===== config.mk =====
export PLATFORM = sky130hd
export DESIGN_NAME = alu_issue_sched
export DESIGN_NICKNAME = d
export VERILOG_FILES = /design/src/rtl/alu_issue_sched.sv
export SDC_FILE = /design/constraint.sdc
export NUM_CORES = 1
export LEC_CHECK = 0
export CELL_PAD_IN_SITES_DETAIL_PLACEMENT = 2
export CELL_PAD_IN_SITES_GLOBAL_PLACEMENT = 2
export CORE_ASPECT_RATIO = 0.5
export CORE_MARGIN = 1
export CORE_UTILIZATION = 34
export DETAILED_ROUTE_END_ITERATION = 8
export GPL_ROUTABILITY_DRIVEN = 0
export GPL_TIMING_DRIVEN = 0
export PLACE_DENSITY_LB_ADDON = 0.1
export SYNTH_ARGS = -nofsm -noshare
export SYNTH_HDL_FRONTEND = slang
export SYNTH_SLANG_ARGS = --single-unit

===== constraint.sdc =====
create_clock -name clock -period 7.65 [get_ports clock]
set_input_delay 1.1475 -clock clock [delete_from_list [all_inputs] [get_ports clock]]
set_output_delay 1.1475 -clock clock [all_outputs]
set_load 0.02 [all_outputs]

===== src/rtl/alu_issue_sched.sv =====
// alu_issue_sched: round-robin issue of ready RS entries to the ALU pool, tracking each op to completion.
module alu_issue_sched #(
    parameter int RS_SIZE = 8,
    parameter int NUM_ALU = 2,
    parameter int TAG_W = 6,
    localparam int IDX_W = $clog2(RS_SIZE),
    localparam int CNT_W = $clog2(2 * NUM_ALU) + 1
) (
    input  logic                       clock,
    input  logic                       reset,
    input  logic [RS_SIZE-1:0]         rs_ready,
    input  logic [RS_SIZE*TAG_W-1:0]   rs_tag,
    input  logic [NUM_ALU-1:0]         fu_enable,
    input  logic                       squash,
    output logic [NUM_ALU-1:0]         grant_valid,
    output logic [NUM_ALU*IDX_W-1:0]   grant_idx,
    output logic [RS_SIZE-1:0]         rs_clear,
    output logic [NUM_ALU-1:0]         done_valid,
    output logic [NUM_ALU*TAG_W-1:0]   done_tag,
    output logic [CNT_W-1:0]           inflight_cnt
);
    logic [IDX_W-1:0] rr_ptr, last, idx;
    logic [NUM_ALU-1:0][IDX_W-1:0] gidx;
    logic [NUM_ALU-1:0][TAG_W-1:0] gtag, s1_tag, s2_tag;
    logic [NUM_ALU-1:0] s1_valid, s2_valid;
    logic block, found;

    assign block = reset | squash;

    // rs_clear doubles as the already-granted mask, so later units skip earlier picks
    always_comb begin
        grant_valid = '0;
        rs_clear = '0;
        gidx = '0;
        gtag = '0;
        last = rr_ptr;
        idx = '0;
        found = 1'b0;
        for (int u = 0; u < NUM_ALU; u++) begin
            found = 1'b0;
            for (int k = 0; k < RS_SIZE; k++) begin
                idx = rr_ptr + IDX_W'(k);
                if (!block && fu_enable[u] && !found && rs_ready[idx] && !rs_clear[idx]) begin
                    found = 1'b1;
                    rs_clear[idx] = 1'b1;
                    grant_valid[u] = 1'b1;
                    gidx[u] = idx;
                    gtag[u] = rs_tag[int'(idx)*TAG_W +: TAG_W];
                    last = idx;
                end
            end
        end
    end

    always_ff @(posedge clock) begin
        if (reset) begin
            rr_ptr <= '0;
            s1_valid <= '0;
            s2_valid <= '0;
            s1_tag <= '0;
            s2_tag <= '0;
            inflight_cnt <= '0;
        end else if (squash) begin
            s1_valid <= '0;
            s2_valid <= '0;
            inflight_cnt <= '0;
        end else begin
            s1_valid <= grant_valid;
            s1_tag <= gtag;
            s2_valid <= s1_valid;
            s2_tag <= s1_tag;
            inflight_cnt <= CNT_W'($countones(grant_valid) + $countones(s1_valid));
            if (|grant_valid) rr_ptr <= last + IDX_W'(1);
        end
    end

    assign grant_idx = gidx;
    assign done_tag = s2_tag;
    assign done_valid = s2_valid & ~{NUM_ALU{block}};
endmodule


-- Word level (Yosys, flattened, before mapping)
Memory sizes are Yosys's and may differ from the RTL's. A register that Yosys moved wholly into a read port is not among the register bits.
Index checks and enable logic that the tools add are counted.
- input bits: 61
- memory bits (writable): 0
- latch bits: 0
- memories: 1
- register bits after elaboration: 34
- ROM bits: 8
- logic and storage cells: 305
- equality and inequality tests: 0
- div/mod/pow operators: 0
- bitwise logic cells: 19
- order comparisons: 16
- multiplexer cells: 144
- reductions and logical operators: 90
- add/subtract/negate cells: 11
- shift-type cells: 8
- $mul: 8
- memories (name ; words ; width ; rd ports ; clocked after memory_dff ; wr ports ; line ; RTL):
    (name not given) ; 8 ; 1 ; 1 ; 1 ; 0 ; 43 ; if (!block && fu_enable[u] && !found && rs_ready[idx] && !rs_clear[idx]) begin
- operator list (kind ; number):
    48-bit by 7-bit indexed part select with 6-bit output ; 8
    8-bit 2-to-1 mux ; 16
    8-bit bitwise OR ; 15
    3-bit 2-to-1 mux ; 33
    6-bit 2-to-1 mux ; 16
    1-bit binary-select mux with 3-bit select ; 23
    1-bit logical AND ; 56
    1-bit 2-to-1 mux ; 48
    3-bit by 2-bit multiplier with 5-bit output (second input constant) ; 8
    3-bit by 4-bit < comparator with 1-bit output (second input constant) ; 8
    1-bit logical NOT ; 31
    1-bit demux with 3-bit select ; 8
    3-bit by 1-bit >= comparator with 1-bit output (second input constant) ; 8
    3-bit adder (second input constant) ; 4
    3-bit by 1-bit adder with 3-bit output (second input constant) ; 2
    3-bit by 2-bit adder with 3-bit output (second input constant) ; 2
    1-bit by 1-bit adder with 2-bit output ; 2
    2-bit OR reduction ; 2
    2-bit by 2-bit adder with 3-bit output ; 1
    2-bit AND ; 1
    2-bit NOT ; 1
    2-bit AND reduction ; 1
    1-bit NOT ; 1
    1-bit bitwise OR ; 1

-- Longest topological paths before layout
Gate-level depths: netlist (run 1).
- word-level depth: 85
- mapped depth: 29

-- Worst setup path after synthesis (run 1)
No wires, ideal clock.
- kind: reg2out
- start point: reg rr_ptr[1]
- end point: out rs_clear[6]
- arrival: 5.930 ns
- cell stages (with the launch flop): 24
- buffers on the path: 7
- path slack: 0.572 ns
- required time: 6.503 ns
- cells stage by stage: dfxtp_1 buf_6 buf_2 inv_1 clkbuf_1 ha_1 buf_6 buf_12 mux2i_1 mux4_2 a32o_2 a211oi_2 nand3_1 a31oi_4 a31oi_4 a2111oi_4 or2_1 a211oi_1 buf_4 nor3_1 o221a_2 clkbuf_1 a22oi_1 o21ai_0
- word-level cells in the longest chain between the ends: 80
- elaborated cells on any way between the ends: 213
- ends and longest elaborated chain (what ; line ; RTL):
    start: declaration ; 22 ; logic [IDX_W-1:0] rr_ptr, last, idx;
    start signal: assignment ; 73 ; if (|grant_valid) rr_ptr <= last + IDX_W'(1);
    3-bit by 4-bit < comparator with 1-bit output (not written as such) (tied with other cells) ; 45 ; rs_clear[idx] = 1'b1;
    1-bit logical AND (not written as such) or 1-bit 2-to-1 mux (tied branches) ; 45, 43 ;
    1-bit 2-to-1 mux (not written as such) or 1-bit logical AND (tied branches) ; 45, 43 ;
    1-bit demux with 3-bit select or 1-bit logical AND (tied branches) ; 45, 43 ;
    8-bit 2-to-1 mux or 1-bit 2-to-1 mux (tied branches) ; 43 ;
    1-bit binary-select mux with 3-bit select or 1-bit logical NOT (tied branches) ; 43 ;
    1-bit 2-to-1 mux (not written as such) or 1-bit logical AND (tied branches) ; 43 ;
    1-bit logical NOT or 1-bit logical AND (tied branches) ; 43 ;
    (+64 left out) ; -- ;
    1-bit logical NOT or 1-bit logical AND (tied branches) ; 43 ;
    1-bit logical AND ; 43 ;
    8-bit 2-to-1 mux or 1-bit 2-to-1 mux (tied branches) ; 43 ;
    1-bit binary-select mux with 3-bit select or 1-bit logical NOT (tied branches) ; 43 ;
    1-bit 2-to-1 mux (not written as such) or 1-bit logical AND (tied branches) ; 43 ;
    1-bit logical NOT or 1-bit logical AND (tied branches) ; 43 ;
    1-bit logical AND ; 43 ;
    8-bit 2-to-1 mux (*) ; 43 ;
    end: declaration ; 17 ; output logic [RS_SIZE-1:0] rs_clear,
Every way passes the cells marked *; elsewhere a longest branch is shown, timed or not. The select of a mux whose other input is x is not followed.

-- Worst setup path in the final report (run 1)
- start point: in reset
- end point: out grant_idx[3]
- word-level cells in the longest chain between the ends: 81
- elaborated cells on any way between the ends: 160
- ends and longest elaborated chain (what ; line ; RTL):
    start: declaration ; 10 ; input logic reset,
    1-bit bitwise OR (*) ; 28 ; assign block = reset | squash;
    1-bit logical NOT (*) ; 43 ;
    1-bit logical AND (3 in a row) ; 43 ;
    8-bit 2-to-1 mux or 1-bit 2-to-1 mux (tied branches) ; 43 ;
    1-bit binary-select mux with 3-bit select or 1-bit logical NOT (tied branches) ; 43 ;
    1-bit 2-to-1 mux (not written as such) or 1-bit logical AND (tied branches) ; 43 ;
    1-bit logical NOT or 1-bit logical AND (tied branches) ; 43 ;
    1-bit logical AND ; 43 ;
    (+63 left out) ; -- ;
    1-bit logical NOT or 1-bit logical AND (tied branches) ; 43 ;
    1-bit logical AND ; 43 ;
    8-bit 2-to-1 mux or 1-bit 2-to-1 mux (tied branches) ; 43 ;
    1-bit binary-select mux with 3-bit select or 1-bit logical NOT (tied branches) ; 43 ;
    1-bit 2-to-1 mux (not written as such) or 1-bit logical AND (tied branches) ; 43 ;
    1-bit logical NOT or 1-bit logical AND (tied branches) ; 43 ;
    1-bit logical AND ; 43 ;
    3-bit 2-to-1 mux (*) ; 43 ;
    end: declaration ; 16 ; output logic [NUM_ALU*IDX_W-1:0] grant_idx,
Marked as above.

==> metrics, run 1 <==
Critical Path Slowest Stage Cell clkdlybuf4s50_1; worst endpoint data arrival time 6580 ps; count of input and output buffers 92; root buffer selected by CTS clkbuf_16; via total after detailed routing 9343; setup-violating endpoint count in the final report 1; Syn. warnings 0; Mapped Area 7200 um2; dominant cell type by area after synthesis mux4_2; post-synthesis net count 959; Hold WS 470 ps; count of cell types in the netlist 97; commonest non-fill, non-tap cells in the layout nand2_1, nor2_1, clkdlybuf4s50_1, mux4_2, mux2i_1; sink count of the clock tree 34; cell leakage power 3.45 nW; delay contributed by the slowest stage of the critical path 610 ps; net load switching power 2.19 mW; time the worst path needs with I/O delays and setup 7730 ps; commonest non-fill, non-tap cell in the layout nand2_1; largest cells by area after synthesis mux4_2, dfxtp_1, mux2i_1, nand2_1, nor2_1; mean post-synth cell area 8.15 um2; class of the tightest hold or removal check reg2reg; period utilization 101%; Area after DPL 8460 um2; Routed Antenna Nets 0; initial cell density of the core 34.9%; ys flop type dfxtp_1; worst-skew pair later-pin latency 290 ps; Cell Chain, Critical Path clkdlybuf4s50_1 -> or3b_4 -> nor2_1 -> a32o_2 -> buf_4 -> buf_4 -> a22oi_2 -> o21ai_2 -> nand4_4 -> a2111oi_4 -> o32ai_4 -> or2_4 -> a211oi_4 -> o32ai_4 -> o221a_4 -> nor3_4 -> buf_4 -> nor4_1 -> a21oi_1 -> buf_2; count of pins on the block boundary 94; Post-synth ARST share 0%; combined global-route utilization of all metal layers 36.7%; Max clock buf depth 2; die boundary width 208 um; number of optimization iterations in the first detailed-route pass 6; clock edge transition at the registers on the reported setup and hold paths 60 ps; overall die area 21800 um2; drt first-iter violations 1057; initial antenna violation count 2; switching power share of the total 58.4%; via-per-instance ratio 7.19; max-capacitance violation count 0; startpoint types input port; share of power burned in the clock network 7.4%; violations in the final reports negative setup slack; count of standard-cell rows 37; number of pins with negative max-slew slack in the final report 0; total global routing overflow 0; status finished, violations left; Area Overhead vs Synth 32.8%; sum of negative setup slack -82.1 ps; Pwr Density 392 nW/um2; CTS tree built; half-perimeter wire length of the detailed placement result 30100 um; Core ar. 20600 um2; Design Area, Final 9560 um2; # H-tree levels 2; Max rail drop VDD 0.186 mV; Gate Count Post-Synth 883; diode insertion count for antenna repair 0; vertical die dimension 105 um; #FFs+latches synth 34; slew at the pin closest to its max-slew limit 1120 ps; largest fanout of any net on the critical path 8; fraction of layout instances using a drive strength above 1 25.2%; Peak Freq 129 MHz; via count of the first global-routing pass 9577; crit path kind in2out; type of element capturing the critical path output pin; required time of the critical path 6500 ps; first-pass GRT wire length 60500 um; number of buffers created by CTS 5; number of nets in the finished design 1102; top-area cell type share of the netlist area 20.0%; internal portion of total power 1.56 mW; worst clock skew on the final layout 4.75 ps; fraction of the yosys area taken by sequential cells 9.45%; count of final hold-check violations 0; average routed wire per standard cell 32.9 um; number of synthesized flops with an enable pin 0; most used cell, CP buf_4; relative slew slack 25.5%; maximum number of pins on one net before global-route repair 15; wire length reported by the detailed router 42800 um; slack of the critical path -82.1 ps; combinational group share of total power 85.6%; drt drc 0; proportion of power drawn by flip-flops and latches 7.0%
## cells in the mapped netlist (4+ instances only)
cell	n
a221oi_1	22
nor3_1	28
nor2b_1	5
inv_1	13
o211ai_1	10
a31oi_1	8
o221ai_1	13
and3_1	7
nor2_1	79
a21oi_1	24
a22oi_1	14
ha_1	14
a211o_1	10
o22ai_1	11
mux2_2	7
mux2i_1	61
buf_1	13
and2_1	10
nor3b_1	6
mux4_2	64
a21boi_0	5
nand4_1	12
buf_2	10
nand2b_1	9
nor4_1	10
a211oi_1	11
o2111ai_1	5
nand3_1	25
clkbuf_1	48
dfxtp_1	34
nand3b_1	4
o21a_1	4
o21ai_0	47
nand2_1	126
a221o_1	9
or3_1	10
## through the flow
stage               util, %  power [mW]  setup slack, ps  instances
floorplan                 -        2.05              572        883
global placement       41.0        2.89            -1860       1248
detailed placement     41.0        2.97            -2020       1248
CTS                    44.9        3.46            0.821       1286
global route           46.3        3.86             -152       1300
finish                 46.3        3.75            -82.1       1300
## area by class of cell
class / count / area (um2)
buffer: 75 / 462
clock buffer: 5 / 125
clock inverter: 3 / 68.8
fill: 2265 / 11100
inverter: 15 / 58.8
multi-input combinational: 756 / 6590
sequential: 34 / 689
tap: 273 / 342
timing repair buffer: 139 / 1230
## sequential cells by signal, indices dropped and copies added (netlist names)
name / cells
done_tag: 12
inflight_cnt: 3
rr_ptr: 3
s1_tag: 12
s1_valid: 2
s2_valid: 2
## kinds of logic (layout without fill, tap and decap cells)
family,Yosys count,count (layout),share of synthesized area [%]
compound gates,251,251,27.5
flops,34,34,9.45
xor+xnor,5,5,0.713
buf+inv,93,237,5.72
fa+ha+maj,15,15,2.71
mux,137,137,30.7
simple gates,348,348,23.2
## worst max-delay path: cells and delay by family
kind / cells / cell delay (ps)
and+or+nand+nor: 6 / 1670
buffers and inverters: 5 / 1260
AOI/OAI and AO/OA: 9 / 2460
## what timing repair did
| action | 4_1_cts | 5_1_grt |
|---|---|---|
| resized for setup | 131 | 72 |
| setup endpoints to repair | 28 | 12 |
| pin swaps | 20 | 18 |
| hold buffers | 0 | 0 |
| cloned | 0 | 0 |
| setup buffers | 31 | 16 |
| hold endpoints to repair | 0 | 0 |
## metal layers
layer | wire, um | part of all wire [%] | track usage, %
met1 | 17500 | 41 | 48.9
met2 | 19500 | 45 | 59.6
met3 | 3820 | 8.9 | 5.68
met4 | 2090 | 4.9 | 14.5
met5 | 0 | 0 | 0
## power by group through the flow
stage	registers, mW	logic, mW	clock network [mW]
after global routing	0.264	3.31	0.283
after floorplan	0.257	1.79	0
final	0.262	3.21	0.277
after global placement	0.262	2.63	0
after detailed placement	0.263	2.70	0
after CTS	0.260	2.93	0.278
## path summary, 6_finish.rpt
check	to	slack, ps	cells after the start	start
setup / recovery	grant_idx[3]	-80	20	reset
setup reg to reg	rr_ptr[2]	380	29	rr_ptr[0]
hold / removal	s2_valid[0]	470	1	s1_valid[0]
hold reg to reg	s2_valid[0]	470	1	s1_valid[0]
Note: power is estimated with default switching activity, not from simulation.
==> run 2: changes to the inputs <==
--- a/config.mk
+++ b/config.mk
@@ -11,9 +11,9 @@
 export CORE_MARGIN = 1
 export CORE_UTILIZATION = 34
 export DETAILED_ROUTE_END_ITERATION = 8
-export GPL_ROUTABILITY_DRIVEN = 0
 export GPL_TIMING_DRIVEN = 0
 export PLACE_DENSITY_LB_ADDON = 0.1
+export SLEW_MARGIN = 40
 export SYNTH_ARGS = -nofsm -noshare
 export SYNTH_HDL_FRONTEND = slang
 export SYNTH_SLANG_ARGS = --single-unit
==> run 2 against run 1 <==
Net effect:
- the run still ends with negative setup slack left
- via count increased by 2.9%
- setup slack worse by 27 ps
- routed wire length increased by 8.3%
- clock power decreased by 15%
- die area unchanged
- clock skew barely moved
- final cell count grew 0.69%
- design area rose by 1.3%
==> metrics, run 2 (synthesis results as in run 1) <==
Critical Path Slowest Stage Cell or4b_1 (was clkdlybuf4s50_1); switching power share of the total 59.2% (was 58.4%); final weighted congestion in routability-driven placement 1.05; share of power burned in the clock network 6.2% (was 7.4%); Cell Chain, Critical Path dlygate4sd2_1 -> mux2i_1 -> mux4_2 -> clkbuf_2 -> and3_1 -> o21ai_1 -> o2111ai_1 -> or4b_1 -> o32ai_4 -> or2_4 -> a41oi_4 -> buf_4 -> a31o_2 -> o221a_4 -> buf_4 -> a221oi_1 -> o21ai_0 -> buf_4 (was clkdlybuf4s50_1 -> or3b_4 -> nor2_1 -> a32o_2 -> buf_4 -> buf_4 -> a22oi_2 -> o21ai_2 -> nand4_4 -> a2111oi_4 -> o32ai_4 -> or2_4 -> a211oi_4 -> o32ai_4 -> o221a_4 -> nor3_4 -> buf_4 -> nor4_1 -> a21oi_1 -> buf_2); crit path kind in2out (unchanged); Placed Instances 1250 (was 1248); average routed wire per standard cell 35.4 um (was 32.9 um); wire length reported by the detailed router 46400 um (was 42800 um); launching element of the worst setup path rs_ready[5] (was reset); via-per-instance ratio 7.35 (was 7.19); hold path start s1_tag[5] (was s1_valid[0]); Crit path max-delay family compound AO/OA/AOI/OAI gates (unchanged); root buffer selected by CTS clkbuf_16 (unchanged); depth of the worst register-to-register path 30 (was 29); initial antenna violation count 0 (was 2); die boundary width 208 um (unchanged); Reg area 689 um2 (unchanged); slew at the pin closest to its max-slew limit 916 ps (was 1120 ps); maximum number of pins on one net before global-route repair 15 (unchanged); most used cell, CP buf_4 (unchanged); internal portion of total power 1.56 mW (about the same); type of element capturing the critical path output pin (unchanged); count of input and output buffers 92 (unchanged); sink count of the clock tree 34 (unchanged); Final Instance Count excl. Fillers 1309 (was 1300); commonest non-fill, non-tap cells in the layout nand2_1, clkdlybuf4s50_1, nor2_1, mux4_2, mux2i_1 (was nand2_1, nor2_1, clkdlybuf4s50_1, mux4_2, mux2i_1); period utilization 101% (about the same); combined global-route utilization of all metal layers 40.4% (was 36.7%); vertical die dimension 105 um (unchanged); relative slew slack 39.0% (was 25.5%); number of pins with negative max-slew slack in the final report 0 (unchanged); via count of the first global-routing pass 9857 (was 9577); max-capacitance violation count 0 (unchanged); origin of the critical flop-to-flop path rr_ptr[1] (was rr_ptr[0]); Area after DPL 8510 um2 (was 8460 um2); worst-skew pair later-pin latency 290 ps (about the same); largest fanout of any net on the critical path 10 (was 8); worst clock skew on the final layout 5.13 ps (was 4.75 ps); first-pass GRT wire length 65600 um (was 60500 um); worst hold stages 1 (unchanged); time the worst path needs with I/O delays and setup 7760 ps (was 7730 ps); number of nets in the finished design 1111 (was 1102); initial cell density of the core 34.9% (unchanged); worst endpoint data arrival time 6610 ps (was 6580 ps); number of fillers in the final layout 2252 (was 2265); worst reg2reg path endpoint rr_ptr[2] (unchanged); Area Overhead vs Synth 34.5% (was 32.8%); buffer and inverter count on the worst path 5 (unchanged); endpoint of the worst hold path s1_tag[5] (was s2_valid[0]); Design Area, Final 9690 um2 (was 9560 um2); class of the tightest hold or removal check reg2reg (unchanged); setup-violating endpoint count in the final report 7 (was 1); # H-tree levels 2 (unchanged); Max rail drop VDD 0.220 mV (was 0.186 mV); Routed Antenna Nets 0 (unchanged); diode insertion count for antenna repair 0 (unchanged); clock edge transition at the registers on the reported setup and hold paths 60 ps (about the same); drt first-iter violations 1053 (was 1057); fraction of layout instances using a drive strength above 1 27.8% (was 25.2%); CTS tree built (unchanged); count of standard-cell rows 37 (unchanged); via total after detailed routing 9617 (was 9343); violations in the final reports negative setup slack (unchanged); Max clock buf depth 2 (unchanged); Peak Freq 129 MHz (about the same); count of pins on the block boundary 94 (unchanged); startpoint types input port (unchanged); cell leakage power 3.49 nW (was 3.45 nW); Pwr Density 395 nW/um2 (was 392 nW/um2); count of final hold-check violations 0 (unchanged); required time of the critical path 6500 ps (about the same); status finished, violations left (unchanged); Core ar. 20600 um2 (unchanged); drt drc 0 (unchanged); combinational group share of total power 87.0% (was 85.6%); number of buffers created by CTS 5 (unchanged); half-perimeter wire length of the detailed placement result 32400 um (was 30100 um); Multi-input gate area 6630 um2 (was 6590 um2); overall die area 21800 um2 (unchanged); net load switching power 2.27 mW (was 2.19 mW); commonest non-fill, non-tap cell in the layout nand2_1 (unchanged); total global routing overflow 0 (unchanged); final core utilization 46.9% (was 46.3%); proportion of power drawn by flip-flops and latches 6.8% (was 7.0%); register-to-register setup slack 360 ps (was 380 ps); delay contributed by the slowest stage of the critical path 670 ps (was 610 ps); number of optimization iterations in the first detailed-route pass 5 (was 6); slack of the critical path -109 ps (was -82.1 ps)
## run 2: cell count changes in the layout (fill, tap and decap cells not counted), moves of 4 or more
cell / before / now
a221oi_2: 5 / 1
clkbuf_1: 33 / 24
buf_1: 10 / 5
clkbuf_2: 9 / 21
buf_4: 52 / 57
a221oi_1: 17 / 21
## run 2: worst max-delay path by stage
stage                         endpoint  slack [ps]  cells past startpoint
after floorplan            rs_clear[6]         570                     23
after detailed placement   rs_clear[6]       -1780                     24
after global placement    grant_idx[3]       -1960                     24
after global routing       rs_clear[4]        -220                     28
final                      rs_clear[4]        -110                     18
after CTS                  rs_clear[5]         -30                     24
## run 2: area by class of cell
| cell class | count | share of cell area [%] |
|---|---|---|
| Clock buffer | 5 | 1.29 |
| Inverter | 15 | 0.620 |
| Multi-Input combinational cell | 756 | 68.5 |
| Clock inverter | 3 | 0.465 |
| Timing Repair Buffer | 146 | 13.5 |
| Tap cell | 273 | 3.53 |
| Sequential cell | 34 | 7.12 |
| Buffer | 77 | 5.01 |
## run 2: metrics by stage
stage / TNS (ps) / setup WS (ps) / power, mW / hold WS, ps
after floorplan: 0 / 572 / 2.05 / 425
after global placement: -27310 / -1960 / 2.93 / 444
after detailed placement: -23990 / -1780 / 3.03 / 445
after CTS: -62.6 / -34.5 / 3.49 / 460
after global routing: -906 / -215 / 3.94 / 474
final: -317 / -109 / 3.83 / 479
## run 2: per-layer routing
metal | track usage, % | vias up | share of wire (%)
met2 | 65.7 | 666 | 45
li1 | - | 3813 | -
met1 | 52.8 | 4937 | 40
met4 | 15.7 | 0 | 5.3
met5 | 0 | - | 0
met3 | 7.75 | 201 | 9.6
## run 2: what timing repair did
| item | CTS | global route |
|---|---|---|
| gates resized for setup | 140 | 72 |
| buffers inserted | 37 | 15 |
| pin swaps | 21 | 25 |
| hold endpoints to repair | 0 | 0 |
| hold buffers | 0 | 0 |
| setup endpoints to repair | 24 | 13 |
## run 2: power groups by stage
stage / combinational, mW / sequential (mW) / clock (mW)
after detailed placement: 2.76 / 0.261 / 0
after CTS: 3.00 / 0.258 / 0.236
after global routing: 3.43 / 0.263 / 0.245
after floorplan: 1.79 / 0.257 / 0
after global placement: 2.67 / 0.260 / 0
final: 3.33 / 0.261 / 0.236
==> run 3: changes to the inputs <==
==> constraint.sdc (replaced) <==
create_clock -name clock -period 7.65 [get_ports clock]
set_input_delay 1.1475 -clock clock [delete_from_list [all_inputs] [get_ports clock]]
set_output_delay 1.1475 -clock clock [all_outputs]
set_load 0.1 [all_outputs]
==> run 3 against run 2 <==
Net effect:
- the flow now finishes without violations
- sequential share of layout area grew 0.12 points
- die area unchanged
- count of clock-buffer cells in the layout increased by 1
- setup slack gained 180 ps
- non-clock buffer count decreased by 4
- routed wire length is 10% lower
- register-to-register slack better by 230 ps
- total power up 3.7%
- highest routed layer unchanged
==> metrics, run 3 (synthesis results as in run 1) <==
status finished, final reports clean (was finished, violations left); worst-skew pair later-pin latency 280 ps (was 290 ps); Max clock buf depth 2 (unchanged); number of pins with negative max-slew slack in the final report 0 (unchanged); crit path kind reg2out (was in2out); wire length reported by the detailed router 41600 um (was 46400 um); max-capacitance violation count 0 (unchanged); final weighted congestion in routability-driven placement 1.06 (was 1.05); count of final hold-check violations 0 (unchanged); count of pins on the block boundary 94 (unchanged); combined global-route utilization of all metal layers 37.0% (was 40.4%); count of input and output buffers 92 (unchanged); first-pass GRT wire length 61300 um (was 65600 um); Area Overhead vs Synth 32.4% (was 34.5%); required time of the critical path 6500 ps (about the same); fraction of layout instances using a drive strength above 1 29.7% (was 27.8%); via count of the first global-routing pass 9508 (was 9857); average routed wire per standard cell 31.9 um (was 35.4 um); sink count of the clock tree 34 (unchanged); commonest non-fill, non-tap cells in the layout nand2_1, nor2_1, mux4_2, mux2i_1, buf_4 (was nand2_1, clkdlybuf4s50_1, nor2_1, mux4_2, mux2i_1); total global routing overflow 0 (unchanged); via total after detailed routing 9280 (was 9617); relative slew slack 44.2% (was 39.0%); initial antenna violation count 0 (unchanged); class of the tightest hold or removal check reg2reg (unchanged); period utilization 99.1% (was 101%); sum of negative setup slack 0 ps (was -317 ps); number of optimization iterations in the first detailed-route pass 5 (unchanged); worst endpoint data arrival time 6430 ps (was 6610 ps); initial cell density of the core 34.9% (unchanged); cell leakage power 3.57 nW (was 3.49 nW); clock edge transition at the registers on the reported setup and hold paths 50 ps (was 60 ps); slew at the pin closest to its max-slew limit 837 ps (was 916 ps); via-per-instance ratio 7.11 (was 7.35); commonest non-fill, non-tap cell in the layout nand2_1 (unchanged); root buffer selected by CTS clkbuf_16 (unchanged); maximum number of pins on one net before global-route repair 15 (unchanged); Core ar. 20600 um2 (unchanged); final core utilization 46.2% (was 46.9%); CTS tree built (unchanged); Hold WS 465 ps (was 479 ps); time the worst path needs with I/O delays and setup 7580 ps (was 7760 ps); die boundary width 208 um (unchanged); number of nets in the finished design 1107 (was 1111); Routed Antenna Nets 0 (unchanged); # H-tree levels 2 (unchanged); count of standard-cell rows 37 (unchanged); largest fanout of any net on the critical path 14 (was 10); Max rail drop VDD 0.163 mV (was 0.220 mV); vertical die dimension 105 um (unchanged); drt drc 0 (unchanged); half-perimeter wire length of the detailed placement result 30300 um (was 32400 um); Placement Setup Slack -1440 ps (was -1780 ps); setup-violating endpoint count in the final report 0 (was 7); Peak Freq 132 MHz (was 129 MHz); startpoint types register (was input port); type of element capturing the critical path output pin (unchanged); Pwr Density 417 nW/um2 (was 395 nW/um2); slack of the critical path 68.6 ps (was -109 ps); number of buffers created by CTS 5 (unchanged); overall die area 21800 um2 (unchanged); worst clock skew on the final layout 4.46 ps (was 5.13 ps); drt first-iter violations 1006 (was 1053)
==> run 3: changes by cell type in the layout (fill, tap and decap cells not counted), moves of 3 or more <==
cell,previous run,this run
dlymetal6s2s_1,0,7
a221oi_1,21,16
nor2_2,4,8
a221oi_2,1,6
buf_2,15,30
clkbuf_2,21,18
buf_6,5,9
clkbuf_1,24,28
o21ai_0,44,41
o21ai_2,3,6
dlygate4sd2_1,10,1
clkdlybuf4s50_1,72,51
==> run 3: repair_timing <==
item,CTS,global route
pin swaps,19,23
resized for setup,99,69
buffers inserted,28,21
hold buffers,0,0
endpoints found under the setup margin,21,12
==> run 3: layout make-up <==
type / instances / area (um2)
repair buffers: 142 / 1210
inverters: 15 / 62.6
fillers: 2298 / 11100
multi-input cells: 756 / 6560
diodes: 1 / 2.50
clock inverters: 1 / 30.0
flip-flops and latches: 34 / 689
clock buffers: 6 / 139
plain buffers: 77 / 495
well taps: 273 / 342
==> run 3: per-stage QoR <==
stage	std cells	area [um2]	total power [mW]
after floorplan	883	7250	2.36
after global placement	1248	8510	3.21
after detailed placement	1249	8370	3.24
after CTS	1284	9120	3.70
after global routing	1304	9530	4.11
final	1305	9530	3.97
==> run 3: critical path, cell delays in order (launching register included) <==
cell and delay, ps:
dfxtp_4 380, buf_12 140, buf_8 140, inv_1 100, buf_8 210, ha_1 270, buf_6 150, buf_12 140
mux2i_1 130, mux4_2 550, a32o_2 380, a211oi_4 350, buf_4 180, nand2_1 220, o221ai_1 320, a221oi_1 110
a21boi_2 240, mux4_2 470, o41a_1 160, o32ai_4 260, nor2_2 100, buf_6 170, nor3_4 250, buf_12 170
nand2_1 60, o211ai_1 190, buf_6 280
==> run 3: worst paths after layout <==
kind | cells after the start | slack [ps] | from | endpoint
max | 26 | 70 | rr_ptr[1] | rs_clear[1]
min | 1 | 470 | s1_tag[5] | s1_tag[5]
max reg2reg | 29 | 590 | rr_ptr[1] | rr_ptr[2]
min reg2reg | 1 | 470 | s1_tag[5] | s1_tag[5]
==> run 3: layer usage <==
layer / global-route usage (%) / vias up / part of all wire, %
met5: 0 / - / 0
met4: 14.7 / 0 / 4.0
met3: 6.88 / 134 / 8.7
met2: 58.6 / 585 / 45
met1: 49.8 / 4771 / 42
li1: - / 3790 / -
==> run 3: power breakdown <==
part	total, mW	internal, mW	switching [mW]
sequential	0.261	0.223	0.0382
clock	0.240	0.161	0.0792
combinational	3.47	1.15	2.32
